==> config.mk <==
export PLATFORM = sky130hd
export DESIGN_NAME = axil_mmio_arbiter
export DESIGN_NICKNAME = d
export VERILOG_FILES = /design/src/rtl/nano_rv32i_pkg.sv /design/src/rtl/rr_arbiter_2.sv /design/src/rtl/axil_mmio_arbiter.sv
export SDC_FILE = /design/constraint.sdc
export NUM_CORES = 1
export LEC_CHECK = 0
export ABC_AREA = 1
export BUFFER_PORTS_ARGS = -buffer_cell sky130_fd_sc_hd__buf_2
export CORE_ASPECT_RATIO = 1.2
export CORE_MARGIN = 3
export CORE_UTILIZATION = 35
export DETAILED_ROUTE_END_ITERATION = 12
export PLACE_DENSITY = 0.59
export SYNTH_ARGS = -nofsm -noshare
export SYNTH_HDL_FRONTEND = slang
export SYNTH_SLANG_ARGS = --single-unit
==> constraint.sdc <==
create_clock -name clk_i -period 2.9 [get_ports clk_i]
set_input_delay 0.145 -clock clk_i [delete_from_list [all_inputs] [get_ports clk_i]]
set_output_delay 0.145 -clock clk_i [all_outputs]
set_load 0.03 [all_outputs]
==> src/rtl/nano_rv32i_pkg.sv <==
// rtl/nano_rv32i_pkg.sv - shared constants for the MMIO arbiter slice
package nano_rv32i_pkg;

  // Arbiter FSM state encoding
  localparam logic [2:0] ST_IDLE    = 3'd0;
  localparam logic [2:0] ST_WR      = 3'd1;
  localparam logic [2:0] ST_WR_RESP = 3'd2;
  localparam logic [2:0] ST_RD      = 3'd3;
  localparam logic [2:0] ST_RD_RESP = 3'd4;
  localparam logic [2:0] ST_ACK     = 3'd5;

  // AXI response codes
  localparam logic [1:0] RESP_OKAY   = 2'b00;
  localparam logic [1:0] RESP_SLVERR = 2'b10;
  localparam logic [1:0] RESP_DECERR = 2'b11;

  // Anything other than OKAY is reported to the requester as an error
  function automatic logic resp_is_err(input logic [1:0] resp);
    return resp != RESP_OKAY;
  endfunction

endpackage

==> src/rtl/rr_arbiter_2.sv <==
// rtl/rr_arbiter_2.sv - two-way round-robin grant with registered last winner
module rr_arbiter_2 (
  input  logic       clk_i,
  input  logic       rst_n_i,
  input  logic [1:0] req_i,
  input  logic       grant_en_i,
  output logic       grant_valid_o,
  output logic       grant_idx_o
);

  logic last_grant_q;

  // Single requester wins outright; on a tie the port that did not win last time goes
  always_comb begin
    grant_valid_o = |req_i;
    grant_idx_o   = 1'b0;
    case (req_i)
      2'b01:   grant_idx_o = 1'b0;
      2'b10:   grant_idx_o = 1'b1;
      2'b11:   grant_idx_o = ~last_grant_q;
      default: grant_idx_o = 1'b0;
    endcase
  end

  // Remember the winner; reset to 1 so port 0 wins the first tie
  always_ff @(posedge clk_i or negedge rst_n_i) begin
    if (!rst_n_i) begin
      last_grant_q <= 1'b1;
    end else if (grant_en_i && grant_valid_o) begin
      last_grant_q <= grant_idx_o;
    end
  end

endmodule

==> src/rtl/axil_mmio_arbiter.sv <==
// rtl/axil_mmio_arbiter.sv - shares one AXI-Lite MMIO master between two req/ack ports
module axil_mmio_arbiter
  import nano_rv32i_pkg::*;
#(
  parameter int ADDR_W         = 32,
  parameter int TIMEOUT_CYCLES = 255
) (
  input  logic              clk_i,
  input  logic              rst_n_i,
  input  logic              m0_req_i,
  input  logic              m0_we_i,
  input  logic [ADDR_W-1:0] m0_addr_i,
  input  logic [31:0]       m0_wdata_i,
  input  logic [3:0]        m0_wstrb_i,
  output logic              m0_ack_o,
  output logic [31:0]       m0_rdata_o,
  output logic              m0_err_o,
  input  logic              m1_req_i,
  input  logic              m1_we_i,
  input  logic [ADDR_W-1:0] m1_addr_i,
  input  logic [31:0]       m1_wdata_i,
  input  logic [3:0]        m1_wstrb_i,
  output logic              m1_ack_o,
  output logic [31:0]       m1_rdata_o,
  output logic              m1_err_o,
  output logic [ADDR_W-1:0] s_axi_awaddr_o,
  output logic              s_axi_awvalid_o,
  input  logic              s_axi_awready_i,
  output logic [31:0]       s_axi_wdata_o,
  output logic [3:0]        s_axi_wstrb_o,
  output logic              s_axi_wvalid_o,
  input  logic              s_axi_wready_i,
  input  logic [1:0]        s_axi_bresp_i,
  input  logic              s_axi_bvalid_i,
  output logic              s_axi_bready_o,
  output logic [ADDR_W-1:0] s_axi_araddr_o,
  output logic              s_axi_arvalid_o,
  input  logic              s_axi_arready_i,
  input  logic [31:0]       s_axi_rdata_i,
  input  logic [1:0]        s_axi_rresp_i,
  input  logic              s_axi_rvalid_i,
  output logic              s_axi_rready_o
);

  // Ack is registered, so the forced completion is taken one cycle early to land
  // the ack exactly TIMEOUT_CYCLES cycles after the grant cycle
  localparam logic [16:0] TO_LIM = 17'(TIMEOUT_CYCLES);

  logic [2:0]        state_q;
  logic              gnt_q;
  logic              aw_done_q;
  logic              w_done_q;
  logic [15:0]       cnt_q;

  logic              grant_valid;
  logic              grant_idx;
  logic              sel_we;
  logic [ADDR_W-1:0] sel_addr;
  logic [31:0]       sel_wdata;
  logic [3:0]        sel_wstrb;

  logic              aw_hs;
  logic              w_hs;
  logic              ar_hs;
  logic              wr_both_done;
  logic              busy;
  logic              timeout_hit;

  logic              comp;
  logic              comp_err;
  logic              comp_rd;
  logic [31:0]       comp_rdata;

  rr_arbiter_2 u_rr (
    .clk_i         (clk_i),
    .rst_n_i       (rst_n_i),
    .req_i         ({m1_req_i, m0_req_i}),
    .grant_en_i    (state_q == ST_IDLE),
    .grant_valid_o (grant_valid),
    .grant_idx_o   (grant_idx)
  );

  // Route the winning requester's command fields toward the latches
  always_comb begin
    sel_we    = grant_idx ? m1_we_i    : m0_we_i;
    sel_addr  = grant_idx ? m1_addr_i  : m0_addr_i;
    sel_wdata = grant_idx ? m1_wdata_i : m0_wdata_i;
    sel_wstrb = grant_idx ? m1_wstrb_i : m0_wstrb_i;
  end

  // Handshake and watchdog status for the current transaction
  always_comb begin
    aw_hs        = s_axi_awvalid_o && s_axi_awready_i;
    w_hs         = s_axi_wvalid_o && s_axi_wready_i;
    ar_hs        = s_axi_arvalid_o && s_axi_arready_i;
    wr_both_done = (aw_done_q || aw_hs) && (w_done_q || w_hs);
    busy         = (state_q == ST_WR) || (state_q == ST_WR_RESP) ||
                   (state_q == ST_RD) || (state_q == ST_RD_RESP);
    timeout_hit  = busy && (({1'b0, cnt_q} + 17'd2) >= TO_LIM);
  end

  // Decide whether this cycle ends the transaction; a real response beats the watchdog
  always_comb begin
    comp       = 1'b0;
    comp_err   = 1'b0;
    comp_rd    = 1'b0;
    comp_rdata = 32'h0;
    case (state_q)
      ST_WR: begin
        if (!wr_both_done && timeout_hit) begin
          comp     = 1'b1;
          comp_err = 1'b1;
        end
      end
      ST_WR_RESP: begin
        if (s_axi_bvalid_i) begin
          comp     = 1'b1;
          comp_err = resp_is_err(s_axi_bresp_i);
        end else if (timeout_hit) begin
          comp     = 1'b1;
          comp_err = 1'b1;
        end
      end
      ST_RD: begin
        if (!ar_hs && timeout_hit) begin
          comp     = 1'b1;
          comp_err = 1'b1;
          comp_rd  = 1'b1;
        end
      end
      ST_RD_RESP: begin
        if (s_axi_rvalid_i) begin
          comp       = 1'b1;
          comp_err   = resp_is_err(s_axi_rresp_i);
          comp_rd    = 1'b1;
          comp_rdata = s_axi_rdata_i;
        end else if (timeout_hit) begin
          comp     = 1'b1;
          comp_err = 1'b1;
          comp_rd  = 1'b1;
        end
      end
      default: ;
    endcase
  end

  // Transaction FSM: grant, drive AXI channels, collect response, pulse ack
  always_ff @(posedge clk_i or negedge rst_n_i) begin
    if (!rst_n_i) begin
      state_q         <= ST_IDLE;
      gnt_q           <= 1'b0;
      aw_done_q       <= 1'b0;
      w_done_q        <= 1'b0;
      cnt_q           <= 16'h0;
      m0_ack_o        <= 1'b0;
      m0_rdata_o      <= 32'h0;
      m0_err_o        <= 1'b0;
      m1_ack_o        <= 1'b0;
      m1_rdata_o      <= 32'h0;
      m1_err_o        <= 1'b0;
      s_axi_awaddr_o  <= '0;
      s_axi_awvalid_o <= 1'b0;
      s_axi_wdata_o   <= 32'h0;
      s_axi_wstrb_o   <= 4'h0;
      s_axi_wvalid_o  <= 1'b0;
      s_axi_bready_o  <= 1'b0;
      s_axi_araddr_o  <= '0;
      s_axi_arvalid_o <= 1'b0;
      s_axi_rready_o  <= 1'b0;
    end else begin
      m0_ack_o <= 1'b0;
      m1_ack_o <= 1'b0;
      case (state_q)
        ST_IDLE: begin
          if (grant_valid) begin
            gnt_q     <= grant_idx;
            cnt_q     <= 16'h0;
            aw_done_q <= 1'b0;
            w_done_q  <= 1'b0;
            if (sel_we) begin
              s_axi_awaddr_o  <= sel_addr;
              s_axi_wdata_o   <= sel_wdata;
              s_axi_wstrb_o   <= sel_wstrb;
              s_axi_awvalid_o <= 1'b1;
              s_axi_wvalid_o  <= 1'b1;
              state_q         <= ST_WR;
            end else begin
              s_axi_araddr_o  <= sel_addr;
              s_axi_arvalid_o <= 1'b1;
              state_q         <= ST_RD;
            end
          end
        end
        ST_WR: begin
          cnt_q <= cnt_q + 16'd1;
          if (aw_hs) begin
            s_axi_awvalid_o <= 1'b0;
            aw_done_q       <= 1'b1;
          end
          if (w_hs) begin
            s_axi_wvalid_o <= 1'b0;
            w_done_q       <= 1'b1;
          end
          if (wr_both_done) begin
            s_axi_bready_o <= 1'b1;
            state_q        <= ST_WR_RESP;
          end
        end
        ST_WR_RESP: begin
          cnt_q <= cnt_q + 16'd1;
        end
        ST_RD: begin
          cnt_q <= cnt_q + 16'd1;
          if (ar_hs) begin
            s_axi_arvalid_o <= 1'b0;
            s_axi_rready_o  <= 1'b1;
            state_q         <= ST_RD_RESP;
          end
        end
        ST_RD_RESP: begin
          cnt_q <= cnt_q + 16'd1;
        end
        ST_ACK: begin
          m0_err_o <= 1'b0;
          m1_err_o <= 1'b0;
          state_q  <= ST_IDLE;
        end
        default: state_q <= ST_IDLE;
      endcase

      if (comp) begin
        state_q         <= ST_ACK;
        s_axi_awvalid_o <= 1'b0;
        s_axi_wvalid_o  <= 1'b0;
        s_axi_bready_o  <= 1'b0;
        s_axi_arvalid_o <= 1'b0;
        s_axi_rready_o  <= 1'b0;
        if (gnt_q) begin
          m1_ack_o <= 1'b1;
          m1_err_o <= comp_err;
          if (comp_rd) m1_rdata_o <= comp_rdata;
        end else begin
          m0_ack_o <= 1'b1;
          m0_err_o <= comp_err;
          if (comp_rd) m0_rdata_o <= comp_rdata;
        end
      end
    end
  end

endmodule

After elaboration in Yosys (flattened, before gate mapping)
Index checks and enable logic that the tools add are counted.
- $add $sub $neg: 2
- $mul: 0
- divide/modulo/power cells: 0
- magnitude comparators: 1
- equality and inequality tests: 18
- shift operators: 0
- muxes and demuxes: 59
- bitwise gates (word level): 3
- reduce and logical (&&, ||, !) cells: 43
- operators by type and width (operator ; number):
    two-way mux 32 bit ; 4
    two-way mux 1 bit ; 37
    case mux 16 bit (2 select lines) ; 1
    != test 3 bit, second input constant ; 7
    AND reduction 3 bit ; 6
    adder 16 x 2 -> 17 bit, second input constant ; 1
    greater-or-equal comparator 17 x 8 -> 1 bit, second input constant ; 1
    adder 16 x 1 -> 16 bit, second input constant ; 1
    two-way mux 16 bit ; 1
    AND reduction 4 bit ; 4
    nonzero test 2 bit ; 8
    case mux 1 bit (2 select lines) ; 7
    two-way mux 3 bit ; 4
    case mux 3 bit (4 select lines) ; 1
    logical AND 1 bit ; 8
    case mux 1 bit (4 select lines) ; 2
    AND reduction 2 bit ; 4
    equality test 3 x 2 -> 1 bit, second input constant ; 2
    equality test 3 bit, second input constant ; 2
    != test 2 bit, second input constant ; 3
    nonzero test 3 bit ; 2
    logical OR 1 bit ; 5
    equality test 2 bit, second input constant ; 2
    two-way mux 4 bit ; 1
    other kinds (8) ; 12
- register bits: 196
- bits in latches: 0
- bits in writable memories: 0
- ROM bits: 0
- input port bits: 183
- output and inout bits: 173
- word-level logic and storage cells: 147
- memories kept: 0

Longest topological paths before layout
Gate-level depths: netlist (run 1).
- word-level depth: 10
- mapped depth: 19
- mapped depth without buffers: 19

Cells and area by module
From an unflattened synthesis (run 1), not the netlist that was laid out.
- cell total of the unflattened synthesis: 1017
- area total of the unflattened synthesis: 8655.8 sq um
- modules (own cells, without submodules) (module ; times used ; cells each ; area an instance (sq um) ; seq. area each (sq um)):
    axil_mmio_arbiter ; 1 ; 1009 ; 8594.5 ; 4879.7
    rr_arbiter_2 ; 1 ; 8 ; 61.3 ; 26.3

Worst setup path before layout (run 1)
OpenSTA, ideal clock, no wires.
- path kind: reg2reg
- from: reg cnt_q[2]
- to: reg m1_rdata_o[0]
- setup time: 121 ps
- data arrival time: 1962 ps
- data required time: 2779 ps
- setup slack: 818 ps
- stages on the path, launching flop included: 19
- path buffers: 2
- period minus slack after synthesis: 2082 ps
- path through: dfrtp_1 -> ha_1 -> nand2_2 -> nor2_2 -> nand2_2 -> inv_2 -> nand2_1 -> nand2_1 -> nand2_1 -> inv_1 -> nor2_1 -> nand3_2 -> nand3_2 -> nand2_4 -> inv_4 -> buf_12 -> buf_6 -> o21ai_1 -> nand2_1
- word-level cells in the longest chain between the ends: 7
- elaborated cells between the ends (all ways): 13
- those cells by class: add/sub: 1; order compare: 1; mux: 7; reduce/logical: 4
- ends and longest elaborated chain (what ; line ; RTL):
    from (decl) ; axil_mmio_arbiter.sv:53 ; logic [15:0] cnt_q;
    from (signal assigned) ; axil_mmio_arbiter.sv:195 ; cnt_q <= cnt_q + 16'd1;
    from (signal assigned) ; axil_mmio_arbiter.sv:210 ; cnt_q <= cnt_q + 16'd1;
    from (signal assigned) ; axil_mmio_arbiter.sv:213 ; cnt_q <= cnt_q + 16'd1;
    adder 16 x 2 -> 17 bit (*) ; axil_mmio_arbiter.sv:99 ; timeout_hit = busy && (({1'b0, cnt_q} + 17'd2) >= TO_LIM);
    greater-or-equal comparator 17 x 8 -> 1 bit (*) ; axil_mmio_arbiter.sv:99 ;
    logical AND 1 bit (*) ; axil_mmio_arbiter.sv:99 ;
    two-way mux 1 bit (tied with other cells) ; axil_mmio_arbiter.sv:119, axil_mmio_arbiter.sv:137 ;
    two-way mux 1 bit, on equally long branches ; -- ;
    case mux 1 bit (4 select lines) / case mux 1 bit (2 select lines) (equally long branches) ; axil_mmio_arbiter.sv:108 ; case (state_q)
    AND reduction 3 bit (no line) (*) ; -- ;
    to (signal assigned) ; axil_mmio_arbiter.sv:241 ; if (comp_rd) m1_rdata_o <= comp_rdata;
    to (decl) ; axil_mmio_arbiter.sv:24 ; output logic [31:0] m1_rdata_o,
Mark *: on every way between the ends. The rest lies on a longest branch, timed or not.
A chain may end at the register's enable or synchronous reset.

Worst setup path in the final report (run 1)
- from: reg u_rr.last_grant_q
- to: reg s_axi_araddr_o[17]
- word-level cells in the longest chain between the ends: 5
- elaborated cells between the ends (all ways): 6
- those cells by class: mux: 3; bitwise: 2; reduce/logical: 1
- ends and longest elaborated chain (what ; line ; RTL):
    from (decl) ; rr_arbiter_2.sv:11 ; logic last_grant_q;
    from (signal assigned) ; rr_arbiter_2.sv:30 ; last_grant_q <= grant_idx_o;
    NOT 1 bit (*) ; rr_arbiter_2.sv:20 ; 2'b11: grant_idx_o = ~last_grant_q;
    case mux 1 bit (2 select lines) (*) ; rr_arbiter_2.sv:17 ; case (req_i)
    two-way mux 1 bit ; axil_mmio_arbiter.sv:85 ; sel_we = grant_idx ? m1_we_i : m0_we_i;
    NOT 1 bit (no line) ; -- ;
    AND reduction 3 bit (no line) ; -- ;
    to (signal assigned) ; axil_mmio_arbiter.sv:188 ; s_axi_araddr_o <= sel_addr;
    to (decl) ; axil_mmio_arbiter.sv:36 ; output logic [ADDR_W-1:0] s_axi_araddr_o,
Marks and branches as above.

==> impl_metrics.py, run 1 <==
metrics = {
    "worst_hold_path": {
        "whs_path_depth": 3,
        "min_path_type": "in -> reg",
        "hold-path-endpoint": "s_axi_awaddr_o[8]",
        "hp-start": "m0_addr_i[8]",
    },
    "die": {
        "placementRows": 64,
        "coreArea_um2": 25500,
        "start_util_pct": 35.7,
        "io_pins": 356,
        "dieArea_um2": 28000,
        "die_y_um": 183,
        "die_w_um": 153,
    },
    "critical_path": {
        "worst_ep_required_time_ps": 3270,
        "r2r_cells": 11,
        "r2r_end": "s_axi_araddr_o[17]",
        "arrival_ps": 3070,
        "start_kind": "flop",
        "worstPathMaxFanout": 65,
        "r2r_start": "u_rr.last_grant_q",
        "cp_slowest_cell": "dlygate4sd3_1",
        "path_cells": "nand2_1 -> nand2_2 -> inv_2 -> or2_2 -> o21ai_1 -> inv_1 -> nor2_4 -> buf_12 -> nor2_1 -> a31oi_1 -> dlygate4sd3_1",
        "crit_path_end_kind": "flop",
        "regToRegSetupSlack_ps": 200,
        "cp_slowest_stage_delay_ps": 580,
        "crit_type": "reg -> reg",
    },
    "synthesis": {
        "syn_area_per_cell_um2": 8.05,
        "ys_warn_count": 0,
        "yosysSeqAreaShare_pct": 53.8,
        "synth_async_sr_flop_share_pct": 100,
        "ys_ff_latch": 196,
        "synth_edf_count": 0,
        "synth_cell_type_count": 34,
        "synthCells": 1132,
        "ys.flop_type": "dfrtp_1",
        "syn_area_um2": 9110,
        "syn_nets": 1319,
    },
    "final_layout": {
        "drive_above_1_share_pct": 26.8,
        "fill_cells": 2345,
        "area_growth_pct": 47.5,
        "nNetsFinal": 1810,
        "layout_common_cells": "371 x nand2_1, 354 x buf_2, 195 x dfrtp_1, 168 x nor2_1, 158 x dlygate4sd3_1",
        "layout_commonest_cell": "nand2_1",
    },
    "sta": {
        "fmax_mhz": 370,
        "finalHoldViolCount": 0,
        "fin_crit_sh_pct": 93.1,
        "tightest_slew_ps": 824,
        "slew_viol_final": 0,
        "relSlewSlack_pct": 44.5,
        "rsz0062_at_grt": "no",
        "finalSetupViolations": 0,
        "fin_ws_ps": 201,
        "setup_tns_ps": 0,
        "finClkSkew_ps": 11.0,
        "finalCriticalPeriod_ps": 2700,
    },
    "routing": {
        "drt-pass1-iter-count": 7,
        "vias": 9661,
        "antenna_left": 0,
        "drt_iter0_markers": 524,
        "routed_via_density": 4.91,
        "drcViolationCount": 0,
        "wl_met2_um": 15300,
        "drt-met1-wl_um": 13100,
        "wl_per_cell_um": 16.3,
        "wl_met3_um": 2680,
        "finalWirelength_um": 32100,
        "dr.max_layer_used": "met5",
    },
    "power_and_ir_drop": {
        "leakagePower_uw": 0.00685,
        "p_per_area_nw_per_um2": 1070,
        "p_total_uw": 14300,
        "max-vdd-ir-drop_mv": 0.550,
    },
    "outcome": {
        "outcome": "complete, no violations",
    },
    "placed_design": {
        "gp_congestion": 0.867,
        "portBuffers": 355,
        "place_ws_ps": 193,
        "hpwl_um": 21800,
    },
    "cts": {
        "cts_root_buffer": "clkbuf_16",
        "cts_buffers": 17,
        "clk_pin_slew_ps": 70,
        "cts-htree-levels": 4,
        "cts.sinks": 196,
        "clk_latency_ps": 440,
        "tritoncts": "built",
        "clock_path_buffers": 2,
    },
    "global_route": {
        "grt_max_degree": 89,
        "antenna_found_initial": 3,
        "grt_pass1_wl_um": 50500,
        "grt_pass1_vias": 9620,
        "grt_usage_pct": 22.2,
        "grt-ovfl-total": 0,
    },
    "run": {
        "max_cap_viol_count": 0,
    },
}
how the worst max path moves through the flow:
stage	start	endpoint	slack, ps	cells after the start
floorplan	cnt_q[2]	m1_rdata_o[0]	820	18
global placement	cnt_q[1]	m1_rdata_o[5]	280	13
detailed placement	cnt_q[2]	m1_rdata_o[5]	190	17
CTS	cnt_q[2]	m1_rdata_o[5]	170	17
global route	u_rr.last_grant_q	s_axi_araddr_o[20]	40	11
finish	u_rr.last_grant_q	s_axi_araddr_o[17]	200	11
worst max-delay path, delay by kind of cell (launching register included):
family                 cells  cell delay, ps
AO/OA/AOI/OAI              2             400
AND/OR/NAND/NOR            5             600
buffers and inverters      4            1060
flip-flops                 1             550
per-layer routing:
metal	GRT usage, %	up-vias
met5	0	-
met4	8.06	4
met3	6.92	60
met2	36.5	382
met1	27.8	4537
li1	-	4678
sequential cells by signal, indices dropped and copies added (netlist names):
register / flops
s_axi_araddr_o: 32
s_axi_awvalid_o: 1
s_axi_bready_o: 1
m1_rdata_o: 32
cnt_q: 16
s_axi_wdata_o: 32
m0_ack_o: 1
w_done_q: 1
m1_ack_o: 1
m0_rdata_o: 32
s_axi_wstrb_o: 4
s_axi_wvalid_o: 1
s_axi_awaddr_o: 32
gnt_q: 1
s_axi_rready_o: 1
m1_err_o: 1
aw_done_q: 1
state_q: 3
s_axi_arvalid_o: 1
u_rr.last_grant_q: 1
m0_err_o: 1
per-stage QoR:
stage | cells | cell area, µm² | hold slack, ps | util (%)
6_report | 1967 | 13400 | 25.1 | 52.6
3_3_place_gp | 1771 | 11200 | 269 | 44.0
3_5_place_dp | 1771 | 11200 | 267 | 44.0
5_1_grt | 1967 | 13400 | 20.7 | 52.6
4_1_cts | 1961 | 13400 | 1.43 | 52.4
2_1_floorplan | 1132 | 9110 | -151 | -
report_power, final:
group | total (µW) | internal, µW | switching (µW)
Combinational | 7550 | 2600 | 4940
Sequential | 4470 | 3830 | 637
Clock | 2330 | 1220 | 1110
final cells by class:
class                      instances  area, µm²  area share [%]
tap                              330        413            3.07
clock inverter                    13        125           0.931
antenna                            1       2.50          0.0186
sequential                       196       4910            36.5
multi-input combinational        816       3680            27.4
clock buffer                      19        443            3.30
inverter                          57        216            1.61
timing repair buffer             535       3640            27.1
what timing repair did:
| action | 4_1_cts | 5_1_grt |
|---|---|---|
| hold endpoints to repair | 184 | 0 |
| setup endpoints to repair | 0 | 55 |
| hold buffers | 158 | 0 |
| resized for setup | 0 | 1 |
| setup buffers | 0 | 4 |
synthesized netlist by cell type, types with 2 or more instances:
library cell	instances	area, µm²
o211ai_1	2	15.0
nor2_4	6	67.6
nand4_1	6	37.5
buf_6	6	67.6
buf_2	25	125
nor2_2	6	37.5
ha_1	4	50.1
a31oi_1	100	626
nor3_1	5	25.0
buf_1	4	15.0
nor2_1	170	638
nand3_1	23	115
nand2_1	372	1400
nand2_2	5	31.3
o21ai_1	63	315
o21ai_0	25	125
nand3_2	2	20.0
a21oi_1	16	80.1
inv_1	53	199
clkbuf_1	28	105
dfrtp_1	195	4880
o22ai_1	2	12.5
inv_2	3	11.3
cells by family after synthesis:
logic type / count (synthesis) / share of synthesized area [%]
AND/OR/NAND/NOR: 599 / 26.3
AO/OA/AOI/OAI: 212 / 13.2
flip-flops: 196 / 53.8
buffers and inverters: 121 / 6.03
adder cells (fa/ha/maj): 4 / 0.549
(Power assumes the default switching activity.)
==> inputs of run 2 (changes only) <==
Settings changed: CORE_UTILIZATION 35 to 49, MAX_ROUTING_LAYER set to met4, PLACE_DENSITY 0.59 to 0.78.
==> run 2 against run 1 <==
Effect of this change: worst hold slack worse by 15 ps; core utilization up 20 points; global-route usage is 12 points higher; power grew 2.0%; non-clock buffer count is 16 lower; die area decreased by 28%; clock skew grew 9.3 ps; critical endpoint is now s_axi_wdata_o[13]; largest power group unchanged.
==> impl_metrics.py, run 2 (same netlist as run 1, synthesis figures left out) <==
metrics = {
    "outcome": {
        "outcome": "complete, no violations",
    },
    "routing": {
        "wl_per_cell_um": 19.1,
        "routed_via_density": 5.71,
        "drcViolationCount": 0,
        "drt_iter0_markers": 917,
        "vias": 10600,
        "antenna_left": 0,
        "finalWirelength_um": 35400,
        "drt-pass1-iter-count": 5,
    },
    "power_and_ir_drop": {
        "p_sw_uw": 7080,
        "p_int_uw": 7550,
        "pwr-share-comb_pct": 52.3,
        "p_total_uw": 14600,
        "power_frac_clock_pct": 16.4,
        "leakagePower_uw": 0.00680,
        "max-vdd-ir-drop_mv": 0.750,
        "switching_share_pct": 48.4,
        "p_per_area_nw_per_um2": 1110,
        "power_frac_seq_pct": 31.3,
    },
    "die": {
        "io_pins": 356,
        "start_util_pct": 49.9,
        "die_y_um": 155,
        "coreArea_um2": 18200,
        "dieArea_um2": 20300,
        "placementRows": 54,
        "die_w_um": 130,
    },
    "sta": {
        "finalCriticalPeriod_ps": 2740,
        "fin_crit_sh_pct": 94.6,
        "fmax_mhz": 364,
        "relSlewSlack_pct": 21.9,
        "finalSetupViolations": 0,
        "tightest_slew_ps": 1170,
        "slew_viol_final": 0,
        "rsz0062_at_grt": "no",
        "finalHoldViolCount": 0,
        "finClkSkew_ps": 20.3,
        "setup_tns_ps": 0,
    },
    "cts": {
        "cts.sinks": 196,
        "tritoncts": "built",
        "cts_buffers": 17,
        "clk_pin_slew_ps": 80,
        "clock_path_buffers": 2,
        "cts-htree-levels": 4,
        "cts_root_buffer": "clkbuf_16",
        "clk_latency_ps": 450,
        "post_cts_buffers": 0,
    },
    "global_route": {
        "grt_max_degree": 99,
        "grt_pass1_wl_um": 53500,
        "grt_pass1_vias": 10400,
        "antenna_found_initial": 6,
        "grt-ovfl-total": 0,
        "grt_usage_pct": 34.5,
    },
    "critical_path": {
        "cp_slowest_cell": "dlygate4sd3_1",
        "worst_ep_required_time_ps": 3270,
        "crit_type": "reg -> reg",
        "critical_path.top_delay_family": "buffers and inverters",
        "worstPathMaxFanout": 82,
        "crit_cells": 10,
        "timing.critical_path.buf_inv": 4,
        "path_cells": "nor2_1 -> inv_1 -> nor2_4 -> nand2_2 -> buf_4 -> nor2_4 -> buf_12 -> nor2_1 -> a31oi_1 -> dlygate4sd3_1",
        "cp_slowest_stage_delay_ps": 610,
        "start_kind": "flop",
        "r2r_cells": 10,
        "arrival_ps": 3110,
        "crit_path_end_kind": "flop",
    },
    "final_layout": {
        "layout_common_cells": "370 x nand2_1, 354 x buf_2, 195 x dfrtp_1, 168 x nor2_1, 148 x dlygate4sd3_1",
        "multi_input_area_um2": 3700,
        "layout_commonest_cell": "nand2_1",
        "drive_above_1_share_pct": 26.8,
        "nNetsFinal": 1795,
        "fill_cells": 1259,
        "area_growth_pct": 44.8,
        "regArea_um2": 4910,
    },
    "worst_hold_path": {
        "whs_path_depth": 3,
        "min_path_type": "in -> reg",
    },
    "placed_design": {
        "gp_congestion": 0.930,
        "hpwl_um": 20800,
        "portBuffers": 355,
    },
    "run": {
        "max_cap_viol_count": 0,
    },
}
==> run 2: layout make-up <==
| type | count | area share, % |
|---|---|---|
| antenna | 6 | 0.114 |
| tap | 224 | 2.12 |
| clock inverter | 14 | 1.21 |
| inverter | 57 | 1.64 |
| timing repair buffer | 519 | 26.4 |
| clock buffer | 18 | 3.25 |
| sequential | 196 | 37.2 |
| multi-input combinational | 817 | 28.1 |
==> run 2: power by group through the flow <==
| stage | Clock, µW | Sequential [µW] | Combinational [µW] |
|---|---|---|---|
| floorplan | 0 | 6450 | 2400 |
| global placement | 0 | 4490 | 6320 |
| detailed placement | 0 | 4520 | 6430 |
| CTS | 2410 | 4480 | 7210 |
| global route | 2520 | 4680 | 8100 |
| finish | 2410 | 4580 | 7650 |
==> run 2: worst reg2reg max path: cells and delay by family (launching register included) <==
family / cells / cell delay [ps]
AND/OR/NAND/NOR: 5 / 800
flip-flops: 1 / 410
AO/OA/AOI/OAI: 1 / 180
buffers and inverters: 4 / 1280
==> run 2: routing by layer <==
metal  vias up  track usage (%)  part of all wire (%)
met5         -                -                     0
met4         0             20.3                   7.4
met3       209             7.76                    10
met2       801             54.3                    48
met1      4885             40.3                    35
li1       4669                -                     -
==> run 2: metrics by stage <==
| step | setup slack, ps | util (%) | area (µm²) | std cells | hold slack, ps |
|---|---|---|---|---|---|
| final | 155 | 72.3 | 13200 | 1851 | 10.1 |
| after global routing | 21.8 | 72.3 | 13200 | 1851 | 18.8 |
| after CTS | 33.7 | 71.9 | 13100 | 1842 | 0.631 |
| after detailed placement | 256 | 60.5 | 11000 | 1662 | 302 |
| after global placement | 329 | 60.5 | 11000 | 1662 | 294 |
| after floorplan | 818 | - | 9110 | 1132 | -151 |
==> run 2: path summary, 6_finish.rpt <==
| kind | startpoint | end | slack (ps) |
|---|---|---|---|
| max | state_q[0] | s_axi_wdata_o[13] | 160 |
| min | m1_addr_i[27] | s_axi_araddr_o[27] | 10 |
| max in group asynchronous | rst_n_i | s_axi_wvalid_o | 1770 |
| min in group asynchronous | rst_n_i | m0_rdata_o[3] | 370 |
| min reg2reg | u_rr.last_grant_q | u_rr.last_grant_q | 470 |
| max reg2reg | state_q[0] | s_axi_wdata_o[13] | 160 |
==> run 2: what timing repair did <==
item,4_1_cts,5_1_grt
hold buffers,148,0
gates resized for setup,0,9
setup endpoints to repair,0,69
endpoints found under the hold margin,186,0
